### config.mk
export PLATFORM = sky130hd
export DESIGN_NAME = seq_detect_1011_mux_sched
export DESIGN_NICKNAME = d
export VERILOG_FILES = /design/src/rtl/seq_detect_1011_mux_sched.sv
export SDC_FILE = /design/constraint.sdc
export NUM_CORES = 1
export LEC_CHECK = 0
export ABC_CLOCK_PERIOD_IN_PS = 6200
export CAP_MARGIN = 20
export CORE_MARGIN = 2
export CORE_UTILIZATION = 35
export DETAILED_ROUTE_END_ITERATION = 8
export HOLD_SLACK_MARGIN = 0.08
export PLACE_DENSITY = 0.55
export SYNTH_ARGS = -nofsm -noshare
export SYNTH_HDL_FRONTEND = slang
export SYNTH_SLANG_ARGS = --single-unit
### constraint.sdc
create_clock -name clk -period 6.2 [get_ports clk]
set_input_delay 0.93 -clock clk [delete_from_list [all_inputs] [get_ports clk]]
set_output_delay 0.93 -clock clk [all_outputs]
set_load 0.02 [all_outputs]
### src/rtl/seq_detect_1011_mux_sched.sv
// Time-multiplexed 1011 sequence detector: serves NUM_CH serial channels with one FSM datapath.
// A round-robin arbiter picks one channel per cycle and advances that channel's saved context.
module seq_detect_1011_mux_sched #(
    parameter int NUM_CH = 4,
    parameter int CH_W   = 2,
    parameter int CNT_W  = 8
) (
    input  logic              clk,
    input  logic              reset,
    input  logic              enable,
    input  logic [NUM_CH-1:0] in_valid,
    input  logic [NUM_CH-1:0] in_bit,
    output logic [NUM_CH-1:0] in_ready,
    input  logic [NUM_CH-1:0] ch_clear,
    output logic              match_valid,
    output logic [CH_W-1:0]   match_ch,
    input  logic [CH_W-1:0]   cnt_sel,
    output logic [CNT_W-1:0]  cnt_value
);

    typedef enum logic [2:0] {
        IDLE  = 3'd0,
        S1    = 3'd1,
        S10   = 3'd2,
        S101  = 3'd3,
        S1011 = 3'd4
    } state_t;

    state_t           ctx [NUM_CH];
    logic [CNT_W-1:0] cnt [NUM_CH];
    logic [CH_W-1:0]  rr_ptr;

    logic [NUM_CH-1:0] eligible;
    logic              grant_any;
    logic [CH_W-1:0]   grant_idx;
    logic [CH_W-1:0]   cand;
    state_t            next_state;

    function automatic state_t step(input state_t s, input logic x);
        case (s)
            IDLE:    return x ? S1    : IDLE;
            S1:      return x ? S1    : S10;
            S10:     return x ? S101  : IDLE;
            S101:    return x ? S1011 : S10;
            S1011:   return x ? S1    : S10;
            default: return IDLE;
        endcase
    endfunction

    assign eligible = in_valid & ~ch_clear;

    // Round-robin scan starting at rr_ptr; a channel being cleared is never granted.
    always_comb begin
        in_ready  = '0;
        grant_any = 1'b0;
        grant_idx = '0;
        cand      = '0;
        if (!reset && enable) begin
            for (int off = 0; off < NUM_CH; off++) begin
                cand = CH_W'((int'(rr_ptr) + off) % NUM_CH);
                if (!grant_any && eligible[cand]) begin
                    grant_any       = 1'b1;
                    grant_idx       = cand;
                    in_ready[cand]  = 1'b1;
                end
            end
        end
    end

    assign next_state = step(ctx[grant_idx], in_bit[grant_idx]);
    assign cnt_value  = (int'(cnt_sel) < NUM_CH) ? cnt[cnt_sel] : '0;

    // Clears and the granted step never target the same channel, so their writes cannot collide.
    always_ff @(posedge clk) begin
        if (reset) begin
            for (int i = 0; i < NUM_CH; i++) begin
                ctx[i] <= IDLE;
                cnt[i] <= '0;
            end
            rr_ptr      <= '0;
            match_valid <= 1'b0;
            match_ch    <= '0;
        end else begin
            match_valid <= 1'b0;
            for (int i = 0; i < NUM_CH; i++) begin
                if (ch_clear[i]) begin
                    ctx[i] <= IDLE;
                    cnt[i] <= '0;
                end
            end
            if (grant_any) begin
                ctx[grant_idx] <= next_state;
                rr_ptr <= (grant_idx == CH_W'(NUM_CH - 1)) ? '0 : grant_idx + 1'b1;
                if (next_state == S1011) begin
                    match_valid <= 1'b1;
                    match_ch    <= grant_idx;
                    if (!(&cnt[grant_idx]))
                        cnt[grant_idx] <= cnt[grant_idx] + 1'b1;
                end
            end
        end
    end

endmodule
# Word level (Yosys, flattened, before mapping)
# Memories as Yosys holds them, arrays and structs flattened.
# Index checks and enable logic that the tools add are counted.
# totals
register_bits	5
ram_bits	44
in_bits	17
elab_cells	132
mem_count	2
# mem_list
memory	depth	width	rd	rd_clocked_by_memory_dff	wr	line_no	rtl
cnt	4	8	2	0	5	30	logic [CNT_W-1:0] cnt [NUM_CH];
ctx	4	3	1	0	5	29	state_t ctx [NUM_CH];
# op_classes
addsub	5
magnitude_cmp	9
eq_ne	6
mux	76
n_bitwise	14
n_reduce_logical	17
# ops
op	count
$mux 1	41
$mux 4	8
$mux 8	4
$mux 2	8
$lt 2x3->1 const B	5
$mux 3	5
$or 4x4->4	3
$pmux 3 s4	1
$bmux 1 s2	5
$add 8x1->8 const B	1
$demux 1 s2	4
$ge 2x1->1 const B	4
$logic_and 1x1->1	8
$or 1x1->1	8
$reduce_and 8->1	1
$eq 3x2->1 const B	2
$eq 3x3->1 const B	2
$add 2x1->2 const B	2
$add 2x2->2 const B	2
$and 4x4->4	1
$logic_not 1->1	4
$not 4->4	1
$reduce_or 2->1	2
$eq 3x1->1 const B	1
other kinds (4)	4

# Longest topological paths before layout
# logic_depth
word_depth	27
depth_mapped	19

# Worst setup path after synthesis
# No wires, ideal clock.
# synth_timing
kind	reg-to-reg
from	register rr_ptr[1]
to	memory cnt[1][0], enable pin
setup_time_ns	0.297
arrival_ns	4.574
required_ns	5.903
setup_slack_ns	1.328
stages_incl_launch_ff	19
n_path_buf	3
period_less_slack_ns	4.872
cell_sequence	dfxtp_1 -> inv_1 -> ha_1 -> clkbuf_1 -> mux4_2 -> or4_1 -> nand4_1 -> nand2_4 -> buf_2 -> mux2i_1 -> mux2_2 -> inv_1 -> ha_1 -> inv_1 -> or2_1 -> or4_1 -> buf_4 -> nand2_4 -> nand2_1
# synth_rtl
element	line_no	rtl
from (decl)	31	logic [CH_W-1:0] rr_ptr;
from (signal assigned)	93	rr_ptr <= (grant_idx == CH_W'(NUM_CH - 1)) ? '0 : grant_idx + 1'b1;
to (decl)	30	

==> flow_summary.yaml <==
status:
  status: "finished, final reports clean"
placed_design:
  place_inst: 491
  globalplace.congestion: 0.955
  dpl.hpwl_um: 7180
  io_buffers: 31
  place_area_um2: 3870
cells_and_area:
  finish.instance_area_um2: 3960
  n_antenna_cell: 0
  final-instance-count-excl-fill: 499
  drive_gt1_frac: 0.126
  area_delta_synth_final_pct: 15.9
  nNetsFinal: 395
  fillers: 969
  final_core_util: 0.411
synthesis:
  syn_area_per_cell_um2: 10.2
  synth_ff_type: "edfxtp_1"
  synth.area.top_cells: "edfxtp_1, mux4_2, nor2_1, ha_1, mux2i_1"
  yosysTopAreaCellShare: 0.387
  postSynthCellCount: 336
  ys_seq_area_frac: 0.416
  ys_types: 57
  synth-edff-count: 44
  synth_area_um2: 3420
  synth_warnings: 0
  synth_fp_nets: 366
  ys_seq_elements: 49
  ys_async_sr_fraction: 0
  yosysTopAreaCell: "edfxtp_1"
route:
  wl_um: 9370
  ant_nets: 0
  drc: 0
  drt_iter0_drc: 230
  viasPerCell: 5.71
  wl_per_cell_um: 18.8
  dr.pass1.iters: 5
  via_count: 2848
setup_path:
  critPathSlowestCell: "or4_1"
  reg2reg_from: "rr_ptr[1]"
  slowest_delay_ps: 720
  cp_num_buf_inv: 3
  worst_setup_path_end_kind: "register"
  path_class: "input port to register"
  cp_data_required_time_ps: 6190
  r2r_cells: 15
  startpoint_type: "input port"
  crit_end: "cnt[3][4]"
  worstReg2RegEnd: "cnt[3][4]"
  critPathTopFamily: "simple AND/OR/NAND/NOR gates"
  regToRegSetupSlack_ps: 730
  crit_cells: 15
  setup.worst_path.start: "ch_clear[2]"
  cp_max_fo: 13
  cp_data_arrival_time_ps: 5640
  cp_cell_sequence: "clkdlybuf4s50_1 > nand2b_1 > o31ai_1 > nor4_4 > o31ai_2 > nand2_4 > mux2i_1 > mux2_2 > inv_1 > ha_1 > inv_1 > or2_1 > or4_1 > nand2_4 > nand2_1"
power_and_ir_drop:
  irDropWorstVdd_uv: 160
  p_leak_uw: 0.00141
  p_per_area_nw_per_um2: 212
clock_network:
  htree_levels: 2
  ctsResizeCount: 0
  ctsHoldBuffers: 0
  cts_inserted_buffers: 5
  cts_tree: "done"
  clock_path_buffers: 2
  cts_sinks: 49
  cts_setup_buffers: 0
  clock_latency_ps: 310
  path_clk_slew_ps: 110
  root_buffer: "clkbuf_8"
sta:
  final-setup-viol-count: 0
  fin_skew_ps: 13.2
  hold_slack_ps: 528
  rsz0062_at_grt: "no"
  slew_violations: 0
  tightest_slew_ps: 832
  min_period_over_period: 0.910
  clock.fmax_mhz: 177
  fin_crit_ps: 5640
  hold_violations: 0
  slew_headroom: 0.442
  tns_ps: 0
die:
  core_area_um2: 9640
  fp.dieH_um: 103
  die_x_um: 103
  ios: 32
  rows: 36
  die_area_um2: 10600
  start_util: 0.354
global_routing:
  grt.total_usage: 0.183
  grt_max_degree: 18
  antenna_found_initial: 0
  grt_pass1_vias: 2747
  grt_overflow: 0
  grt_pass1_wl_um: 14700
hold_path:
  hold_path_class: "register to register"
run:
  max_cap_viol_count: 0
[through the flow]
stage	total power, uW	setup slack, ps
after floorplan	563	1330
after global placement	638	426
after global routing	881	206
after CTS	838	604
final	840	557
after detailed placement	637	291
[layout make-up]
type,instances,area (um2),share of cell area
clock buffers,5,68.8,0.0174
clock inverters,3,26.3,0.00663
inverters,10,40.0,0.0101
multi-input cells,261,1880,0.473
flip-flops and latches,49,1420,0.359
well taps,133,166,0.0420
repair buffers,38,363,0.0916
[flip-flops by register name, indices dropped and copies added (netlist names)]
register	cells
rr_ptr	2
match_valid	1
ctx	12
cnt	32
match_ch	2
[cell usage in the layout, fill, tap and decap left out, types with 8 or more instances in the layout]
master and n:
mux4_2 10, nand3_1 20, ha_1 13, edfxtp_1 44, nor2b_1 12, mux2i_1 15
nor2_1 44, nor3_1 8, inv_1 8, a21oi_1 18, clkdlybuf4s50_1 31, nand2_1 31
[Yosys cell counts, types with 2 or more instances]
cell,n
xor2_1,2
and2_1,3
a21o_1,2
mux2i_1,15
xnor2_1,3
mux2_2,6
o31ai_1,2
or4_1,2
nor3_1,8
nor2b_1,12
o32a_1,3
o32ai_1,5
a211oi_1,2
mux4_2,10
nand3_1,20
o21ai_0,6
nand2_4,5
ha_1,13
a31oi_1,2
nand4_1,4
dfxtp_1,5
inv_1,8
o311ai_0,2
a222oi_1,4
edfxtp_1,44
a21oi_1,18
clkbuf_1,11
nor3_2,4
a21boi_0,3
and3_1,7
nand2_1,31
nand2b_1,5
buf_6,2
nor2_1,44
[per-layer routing]
layer / track usage / routed length (um)
met5: 0 / 0
met4: 0.0445 / 176
met3: 0.0231 / 564
met2: 0.326 / 4690
met1: 0.237 / 3930
[tightest hold or removal path, cell delays in order, from the launching register on]
cell     delay (ps)
dfxtp_1         350
mux2i_1          70
nor2_1           80
[power breakdown]
group / internal [uW] / switching, uW / total, uW
clock: 82.4 / 123 / 205
sequential: 374 / 18.2 / 392
combinational: 96.7 / 145 / 242
total: 553 / 286 / 840
[cell families (layout without fill, tap and decap cells)]
group,after synthesis,count (layout),share of synthesized area
simple gates,154,154,0.238
flops,49,49,0.416
fa+ha+maj,13,13,0.0476
compound gates,58,58,0.121
buf+inv,26,56,0.0352
xor+xnor,5,5,0.0128
mux,31,31,0.130
[worst min-delay path by stage]
stage	slack (ps)	startpoint	cells after the start	end
after floorplan	580	match_ch[0]	2	match_ch[0]
after global placement	490	match_ch[1]	2	match_ch[1]
after detailed placement	510	match_ch[1]	2	match_ch[1]
after CTS	540	match_ch[1]	2	match_ch[1]
after global routing	540	match_ch[1]	2	match_ch[1]
final	530	match_ch[1]	2	match_ch[1]
(Power assumes the default switching activity.)
